### src/rtl/tffc_pkg.sv
// Shared types and constants for the T-FF counter controller.
package tffc_pkg;

  localparam int unsigned TFFC_WIDTH_DEFAULT = 3;

  typedef enum logic [1:0] {
    IDLE = 2'd0,
    RUN  = 2'd1,
    HOLD = 2'd2,
    DONE = 2'd3
  } tffc_state_e;

endpackage

### src/rtl/tff_stage.sv
// Single T flip-flop stage: toggles its output when t is high at the clock edge.
module tff_stage (
  input  logic clk,
  input  logic RSTN,
  input  logic t,
  output logic q
);

  logic r_q;

  always_ff @(posedge clk or negedge RSTN) begin
    if (!RSTN) begin
      r_q <= 1'b0;
    end else begin
      r_q <= r_q ^ t;
    end
  end

  assign q = r_q;

endmodule

### src/rtl/tff_counter_ctrl.sv
// Run/stop/clear controller driving a bank of T flip-flops as a bounded up/down counter.
// Optional advance prescaler is compiled in with TFFC_PRESCALE_EN.
module tff_counter_ctrl
  import tffc_pkg::*;
#(
  parameter int unsigned WIDTH    = TFFC_WIDTH_DEFAULT,
  parameter int unsigned PRESCALE = 4
) (
  input  logic             clk,
  input  logic             RSTN,
  input  logic             start,
  input  logic             stop,
  input  logic             clr,
  input  logic             up,
  input  logic             oneshot,
  input  logic [WIDTH-1:0] limit,
  output logic [WIDTH-1:0] count,
  output logic [WIDTH-1:0] t_en,
  output logic             busy,
  output logic             tc,
  output logic             done
);

  tffc_state_e      r_state;
  tffc_state_e      w_state_nxt;
  logic             r_up;
  logic             r_oneshot;
  logic [WIDTH-1:0] r_lim;
  logic             r_tc;
  logic             r_busy;
  logic             r_done;

  logic [WIDTH-1:0] w_q;
  logic [WIDTH-1:0] w_cnt_nxt;
  logic [WIDTH-1:0] w_t_en;
  logic [WIDTH-1:0] w_strt;
  logic [WIDTH-1:0] w_term;
  logic             w_tc_nxt;
  logic             w_latch;
  logic             w_tick;

  // A zero prescale has no meaningful tick rate; nothing is generated for it.
  if (PRESCALE == 0) begin : g_prescale_zero_unsupported
  end

`ifdef TFFC_PRESCALE_EN
  localparam int unsigned PW = (PRESCALE > 1) ? $clog2(PRESCALE) : 1;

  logic [PW-1:0] r_pre;
  logic [PW-1:0] w_pre_nxt;

  assign w_tick = (r_pre == PW'(PRESCALE - 1));

  always_ff @(posedge clk or negedge RSTN) begin
    if (!RSTN) begin
      r_pre <= '0;
    end else begin
      r_pre <= w_pre_nxt;
    end
  end
`else
  assign w_tick = 1'b1;
`endif

  // Start and terminal values come from the fields latched at the last fresh start.
  assign w_strt = r_up ? '0 : r_lim;
  assign w_term = r_up ? r_lim : '0;

  // Next state and next count; priority is clr, then stop, then start.
  always_comb begin
    w_state_nxt = r_state;
    w_cnt_nxt   = w_q;
    w_tc_nxt    = 1'b0;
    w_latch     = 1'b0;
`ifdef TFFC_PRESCALE_EN
    w_pre_nxt   = r_pre;
`endif
    if (clr) begin
      w_state_nxt = IDLE;
      w_cnt_nxt   = '0;
`ifdef TFFC_PRESCALE_EN
      w_pre_nxt   = '0;
`endif
    end else if (stop) begin
      if (r_state == RUN) begin
        w_state_nxt = HOLD;
      end
    end else begin
      case (r_state)
        IDLE, DONE: begin
          if (start) begin
            w_state_nxt = RUN;
            w_latch     = 1'b1;
            w_cnt_nxt   = up ? '0 : limit;
`ifdef TFFC_PRESCALE_EN
            w_pre_nxt   = '0;
`endif
          end
        end
        HOLD: begin
          if (start) begin
            w_state_nxt = RUN;
          end
        end
        RUN: begin
`ifdef TFFC_PRESCALE_EN
          w_pre_nxt = w_tick ? '0 : r_pre + PW'(1);
`endif
          if (w_tick) begin
            if (w_q == w_term) begin
              w_tc_nxt = 1'b1;
              if (r_oneshot) begin
                w_state_nxt = DONE;
              end else begin
                w_cnt_nxt = w_strt;
              end
            end else begin
              w_cnt_nxt = r_up ? w_q + WIDTH'(1) : w_q - WIDTH'(1);
            end
          end
        end
        default: begin
          w_state_nxt = IDLE;
        end
      endcase
    end
  end

  // Every count change, including load and clear, is expressed as stage toggles.
  assign w_t_en = w_q ^ w_cnt_nxt;

  for (genvar gi = 0; gi < WIDTH; gi++) begin : g_stage
    tff_stage u_stage (
      .clk  (clk),
      .RSTN (RSTN),
      .t    (w_t_en[gi]),
      .q    (w_q[gi])
    );
  end

  // State register, latched run parameters and registered status outputs.
  always_ff @(posedge clk or negedge RSTN) begin
    if (!RSTN) begin
      r_state   <= IDLE;
      r_up      <= 1'b0;
      r_oneshot <= 1'b0;
      r_lim     <= '0;
      r_tc      <= 1'b0;
      r_busy    <= 1'b0;
      r_done    <= 1'b0;
    end else begin
      r_state <= w_state_nxt;
      r_tc    <= w_tc_nxt;
      r_busy  <= (w_state_nxt == RUN);
      r_done  <= (w_state_nxt == DONE);
      if (w_latch) begin
        r_up      <= up;
        r_oneshot <= oneshot;
        r_lim     <= limit;
      end
    end
  end

  assign count = w_q;
  assign t_en  = w_t_en;
  assign busy  = r_busy;
  assign tc    = r_tc;
  assign done  = r_done;

endmodule
### config.mk
export PLATFORM = sky130hd
export DESIGN_NAME = tff_counter_ctrl
export DESIGN_NICKNAME = d
export VERILOG_FILES = /design/src/rtl/tffc_pkg.sv /design/src/rtl/tff_stage.sv /design/src/rtl/tff_counter_ctrl.sv
export SDC_FILE = /design/constraint.sdc
export NUM_CORES = 1
export LEC_CHECK = 0
export ABC_AREA = 0
export CORE_MARGIN = 8
export CORE_UTILIZATION = 35
export CTS_CLUSTER_SIZE = 12
export DETAILED_ROUTE_END_ITERATION = 10
export HOLD_SLACK_MARGIN = 0.08
export PLACE_DENSITY = 0.65
export SLEW_MARGIN = 20
export SYNTH_ARGS = -nofsm -noshare
export SYNTH_HDL_FRONTEND = slang
export SYNTH_SLANG_ARGS = --single-unit
export TNS_END_PERCENT = 10
### constraint.sdc
create_clock -name clk -period 3.02 [get_ports clk]
set_clock_uncertainty 0.2 [all_clocks]
set_input_delay 0.755 -clock clk [delete_from_list [all_inputs] [get_ports clk]]
set_output_delay 0.755 -clock clk [all_outputs]
set_load 0.02 [all_outputs]
======== Word level (Yosys, flattened, before mapping) ========
Cells that the tools add are included.
W data, S select, Z words.
operators by class
  $add $sub $neg .......................... 2
  eq/ne operators ......................... 6
  multiplexer cells ....................... 25
  bitwise operators ....................... 4
  reductions and logical operators ........ 3
operators with widths
  operator               number
  $mux W3                9
  $mux W2                6
  $mux W1                8
  $eq A2 B2 Y1 const B   3
  $pmux W3 S2            1
  $eq A2 B1 Y1 const B   2
  $pmux W2 S2            1
  $add A3 B1 Y3 const B  1
  $eq A3 B3 Y1           1
  $reduce_or A3 Y1       1
  $sub A3 B1 Y3 const B  1
  $xor A1 B1 Y1          3
  $xor A3 B3 Y3          1
  $logic_not A2 Y1       1
  $reduce_or A2 Y1       1
storage, ports and cells
  flip-flop bits (word level) ............. 13
  bits of input ports ..................... 10
  output and inout bits ................... 9
  logic and storage cells ................. 50

======== Logic depth before layout (Yosys ltp) ========
  depth in word-level cells ............... 8
  depth in mapped cells ................... 9

======== Hierarchy ========
A second synthesis with hierarchy kept.
unflattened totals
  cell total of the unflattened synthesis .. 94
  area, all modules ....................... 913.4 sq um
by module, submodules not included
  module            times used  cells an instance  area each (sq um)  sequential area each (sq um)
  tff_counter_ctrl  1           88                 812.0              250.2
  tff_stage         3           2                  33.8               25.0

======== Least setup slack after synthesis ========
No wires, ideal clock.
  path type ............................... register to output
  start ................................... register g_stage[0].u_stage.r_q
  end ..................................... output t_en[2]
  arrival ................................. 2.129 ns
  data required time ...................... 2.065 ns
  slack ................................... -0.064 ns
  stages on the path, launching flop included .. 10
  path buffers ............................ 2
  cell sequence ........................... dfrtp_1 clkbuf_1 inv_1 fa_1 xor2_1 xnor2_1 nor2_1 a211oi_2 mux2_4 buf_4
on the way
  word-level cells in the longest chain between the ends .. 7
ends and longest elaborated chain
  element                                         RTL line                 source
  start, declared                                 tff_stage.sv:9           logic r_q;
  start signal, assigned                          tff_stage.sv:15          r_q <= r_q ^ t;
  $sub A3 B1 Y3 or $add A3 B1 Y3 (tied branches)  tff_counter_ctrl.sv:118  w_cnt_nxt = r_up ? w_q + WIDTH'(1) : w_q - WIDTH'(1);
  $mux W3                                         tff_counter_ctrl.sv:118
  $mux W3 (*)                                     tff_counter_ctrl.sv:110  if (w_q == w_term) begin
  $pmux W3 S2 (*)                                 tff_counter_ctrl.sv:89   case (r_state)
  $mux W3 (*)                                     tff_counter_ctrl.sv:84   end else if (stop) begin
  $mux W3 (*)                                     tff_counter_ctrl.sv:78   if (clr) begin
  $xor A3 B3 Y3 (*)                               tff_counter_ctrl.sv:130  assign w_t_en = w_q ^ w_cnt_nxt;
  end, declared                                   tff_counter_ctrl.sv:18   output logic [WIDTH-1:0] t_en,
Mark *: on every way between the ends. The rest lies on a longest branch, timed or not.

======== Worst setup path in the final report ========
  start ................................... input up
  end ..................................... output t_en[1]
on the way
  word-level cells in the longest chain between the ends .. 6
ends and longest elaborated chain
  element          RTL line                 source
  start, declared  tff_counter_ctrl.sv:14   input logic up,
  $mux W3          tff_counter_ctrl.sv:94   w_cnt_nxt = up ? '0 : limit;
  $mux W3          tff_counter_ctrl.sv:91   if (start) begin
  $pmux W3 S2      tff_counter_ctrl.sv:89
  $mux W3          tff_counter_ctrl.sv:84
  $mux W3          tff_counter_ctrl.sv:78
  $xor A3 B3 Y3    tff_counter_ctrl.sv:130
No other way between the ends.

==> results_tabular.tex <==
\begin{tabular}{lr}
\hline
Metric & Value \\
\hline
\multicolumn{2}{l}{\textbf{Clock tree}} \\
\quad Clock insertion delay at the later pin of the skew report & $\sim$0.28 ns \\
\quad H-tree depth & 1 \\
\quad Maximum root-to-sink buffer count & 2 \\
\quad TritonCTS clock tree & yes \\
\quad Hold-fix buffer count after cts & 0 \\
\quad Clock transition at the register clock pins on the worst setup and hold paths after CTS & $\sim$0.080 ns \\
\quad Number of buffers created by CTS & 3 \\
\quad Root Driver & sky130\_fd\_sc\_hd\_\_clkbuf\_4 \\
\quad CTS Sinks & 13 \\
\multicolumn{2}{l}{\textbf{Setup path}} \\
\quad R2R Path End & g\_stage[1].u\_stage.q \\
\quad Critical path class & input port to output port \\
\quad Standard cell with the maximum stage delay on the critical path & sky130\_fd\_sc\_hd\_\_clkdlybuf4s50\_1 \\
\quad Worst setup slack for register-to-register paths & about 0.87 ns \\
\quad CP startpoint & up \\
\quad Worst setup EP type & output port \\
\quad Critical path fanouts, max & 3 \\
\quad Startpoint of the worst-slack reg-to-reg timing path & r\_up \\
\quad Critical path data required time & between 2 and 2.5 ns \\
\quad Startpoint class of the critical path & input port \\
\quad Path depth of the worst reg2reg path & 7 \\
\quad Largest delay contributor family on the critical path & buffers and inverters \\
\quad Critical Path, Cell by Cell & clkdlybuf4s50\_1 -> nor2b\_2 -> a2bb2oi\_1 -> nor3\_1 -> a211oi\_2 -> mux2i\_1 -> buf\_4 \\
\quad Critical path buffer and inverter count & 2 \\
\quad Worst setup path end & t\_en[1] \\
\quad Worst path arrival time & 2.27 ns \\
\quad Crit path depth & 7 \\
\quad CP max stage delay & about 0.52 ns \\
\multicolumn{2}{l}{\textbf{Power}} \\
\quad Leak pwr & 0.6623 nW \\
\quad Power, Total & 0.0007873 W \\
\quad Power per unit of standard cell area & about 500 mW/mm² \\
\quad Worst IR drop on VDD & approximately 270 µV \\
\multicolumn{2}{l}{\textbf{Run status}} \\
\quad Outcome & complete, but fails checks \\
\quad Violations in the final reports & setup timing \\
\multicolumn{2}{l}{\textbf{Route}} \\
\quad TritonRoute pass-1 iters & 4 \\
\quad Avg Vias per Cell & around 5.4 \\
\quad Count of nets left with antenna violations after detail routing & 0 \\
\quad Via count & just over 1000 \\
\quad Remaining design rule violation count & 0 \\
\quad First DRT Iteration DRCs & 64 \\
\quad Average detailed-routed wire length per instance & roughly 16 µm \\
\quad Post-detailed-routing wire length & about 3100 µm \\
\multicolumn{2}{l}{\textbf{Job}} \\
\quad Max Cap Viol & 0 \\
\multicolumn{2}{l}{\textbf{Place}} \\
\quad Port buffer count & 18 \\
\quad Post-detailed-placement half-perimeter wirelength & between 2000 and 2500 µm \\
\quad Placer Congestion & a little under 0.9 \\
\quad Placement Cell Area & between 0.001 and 0.0015 mm² \\
\multicolumn{2}{l}{\textbf{GRT}} \\
\quad Total routing usage reported by global routing & about an eighth \\
\quad Maximum number of pins on one net before global-route repair & 14 \\
\quad Number of antenna violations at the first check in global routing & 0 \\
\quad Wire length of the first global-routing pass & between 5000 and 6000 µm \\
\quad Grt total ovfl & 0 \\
\quad Via count of the first global-routing pass & around 1100 \\
\multicolumn{2}{l}{\textbf{Synth}} \\
\quad Post-synthesis cell type count & 42 \\
\quad Post-synthesis instance total & roughly 120 \\
\quad Flip-flop and latch count after synthesis & 13 \\
\quad Area share of the leading cell type in the synthesized netlist & between 30\% and 40\% \\
\quad Number of enable-type register cells in the synthesized netlist & 0 \\
\quad Post-synthesis instance area & around 0.0011 mm² \\
\quad Post-synth ARST share & 100.0\% \\
\quad Post-Synthesis Net Count & between 100 and 150 \\
\quad Top FF cell, synth & sky130\_fd\_sc\_hd\_\_dfrtp\_1 \\
\quad Warnings from Yosys & 0 \\
\quad Part of the Yosys area used for sequential elements & 30.09\% \\
\quad Cell types occupying the most area after synthesis & sky130\_fd\_sc\_hd\_\_dfrtp\_1 30\%, sky130\_fd\_sc\_hd\_\_ha\_1 4.6\%, sky130\_fd\_sc\_hd\_\_nor2\_1 4.5\% \\
\quad Biggest area consumer among synthesized cells & sky130\_fd\_sc\_hd\_\_dfrtp\_1 \\
\quad Mean instance size in the synthesized netlist & 9.161 µm² \\
\multicolumn{2}{l}{\textbf{Die}} \\
\quad Area of the core region & approximately 0.0030 mm² \\
\quad Std cell rows & 20 \\
\quad Die Y-Extent & 71.58 µm \\
\quad Die width & between 70 and 80 µm \\
\quad Number of placed I/O pins & 19 \\
\quad Total die area & 0.005123 mm² \\
\quad Effective utilization at floorplan & a little over a third \\
\multicolumn{2}{l}{\textbf{Finish}} \\
\quad Number of fillers in the final layout & around 280 \\
\quad Antenna diode count & 0 \\
\quad Top library cells by usage in the layout, fill and taps aside & 31 x sky130\_fd\_sc\_hd\_\_buf\_4, 14 x sky130\_fd\_sc\_hd\_\_clkdlybuf4s50\_1, 13 x sky130\_fd\_sc\_hd\_\_nor2\_1, 13 x sky130\_fd\_sc\_hd\_\_dfrtp\_1, 7 x sky130\_fd\_sc\_hd\_\_o21ai\_0 \\
\quad Core occupancy in the finished layout & about half \\
\quad Post-layout net count & approximately 180 \\
\quad Sequential cell area & about 330 µm² \\
\quad Final design area excluding fillers & approximately 0.0015 mm² \\
\quad P\&R area growth vs syn & 42.13\% \\
\quad Area occupied by multi-input gates & 724.4 µm² \\
\quad Most common library cell in the layout ignoring fill and taps & sky130\_fd\_sc\_hd\_\_buf\_4 \\
\quad Fraction of final layout cells with drive strength greater than 1 & between 30 and 40\% \\
\multicolumn{2}{l}{\textbf{STA}} \\
\quad Slew at the pin closest to its max-slew limit & approximately 0.63 ns \\
\quad Hold Vio Cnt, Final & 0 \\
\quad Worst slew margin relative to its limit & about 58\% \\
\quad Upper clock frequency limit & approximately 0.31 GHz \\
\quad Setup repair after global routing missed its margin & yes \\
\quad Setup violations, final & 3 \\
\quad Final WS setup & -0.2005 ns \\
\quad Share of the clock period used by the worst path after layout & 106.6\% \\
\quad Pins over their slew limit & 0 \\
\quad Final critical path time including I/O delays and setup & 3.220 ns \\
\quad Fin Setup TNS & -0.5122 ns \\
\multicolumn{2}{l}{\textbf{Hold path}} \\
\quad Path category of the worst min-delay check & flop to flop \\
\hline
\end{tabular}
flip-flops by register name, indices dropped and copies added (netlist names):
signal,cells
g_stage.u_stage.q,3
r_lim,3
r_state,2
busy,1
done,1
r_oneshot,1
r_up,1
tc,1
worst min-delay path by stage:
stage / start / end / slack (ns) / cells past startpoint
2_1_floorplan: RSTN / busy / 0.26 / 0
5_1_grt: r_lim[0] / r_lim[0] / 0.44 / 1
4_1_cts: r_lim[0] / r_lim[0] / 0.42 / 1
6_report: r_lim[0] / r_lim[0] / 0.42 / 1
3_3_place_gp: r_lim[0] / r_lim[0] / 0.39 / 1
3_5_place_dp: r_lim[0] / r_lim[0] / 0.40 / 1
power by group:
part / switching (W) / internal, W / leakage [nW] / total [W]
Combinational: 0.000224 / 0.000222 / 0.480 / 0.000446
Clock: 0.0000620 / 0.0000513 / 0.0150 / 0.000113
Sequential: 0.0000279 / 0.000200 / 0.167 / 0.000228
Total: 0.000314 / 0.000473 / 0.662 / 0.000787
logic make-up (layout without fill, tap and decap cells):
group	after synthesis	in the layout	share of synthesized area, %
compound gates	30	30	20.95
simple gates	42	42	22.22
mux	9	9	9.259
xor+xnor	2	2	1.621
fa+ha+maj	5	5	6.482
flops	13	13	30.09
buf+inv	17	58	9.375
Yosys cell counts, types with 2 or more instances:
cell / number
sky130_fd_sc_hd__dfrtp_1: 13
sky130_fd_sc_hd__clkbuf_1: 2
sky130_fd_sc_hd__mux2i_1: 4
sky130_fd_sc_hd__inv_1: 7
sky130_fd_sc_hd__mux2_2: 4
sky130_fd_sc_hd__a22oi_1: 2
sky130_fd_sc_hd__nor2b_1: 3
sky130_fd_sc_hd__nor4_1: 2
sky130_fd_sc_hd__nor3_1: 7
sky130_fd_sc_hd__o21a_1: 2
sky130_fd_sc_hd__a211oi_1: 2
sky130_fd_sc_hd__nand2b_1: 4
sky130_fd_sc_hd__nor2_1: 13
sky130_fd_sc_hd__o21ba_2: 2
sky130_fd_sc_hd__buf_4: 6
sky130_fd_sc_hd__a2bb2oi_1: 2
sky130_fd_sc_hd__buf_6: 2
sky130_fd_sc_hd__ha_1: 4
sky130_fd_sc_hd__a221oi_1: 2
sky130_fd_sc_hd__nand2_1: 4
sky130_fd_sc_hd__o21ai_0: 7
sky130_fd_sc_hd__a21oi_1: 4
routing by layer:
layer	global-route usage, %	up-vias	routed length [µm]
li1	-	504	-
met1	14.13	510	1322
met2	22.24	19	1579
met3	2.510	4	111
met4	3.628	0	54
met5	0	-	0
what timing repair did:
item	in CTS	in global routing
setup buffers	1	0
setup endpoints to repair	3	3
resized for setup	29	3
cloned	0	0
pin swaps	5	2
per-stage QoR:
stage / setup WS, ns / hold slack (ns) / instances
after floorplan: 0.02876 / 0.2594 / 118
after global placement: -0.7198 / 0.3886 / 187
after detailed placement: -0.8078 / 0.4030 / 187
after CTS: -0.1868 / 0.4230 / 192
after global routing: -0.2701 / 0.4403 / 192
final: -0.2005 / 0.4199 / 192
layout make-up:
class / instances / share of cell area, %
flip-flops and latches: 13 / 21.17
clock buffers: 4 / 1.710
well taps: 33 / 2.687
repair buffers: 47 / 25.57
inverters: 7 / 1.710
multi-input cells: 88 / 47.15
(Power assumes the default switching activity.)
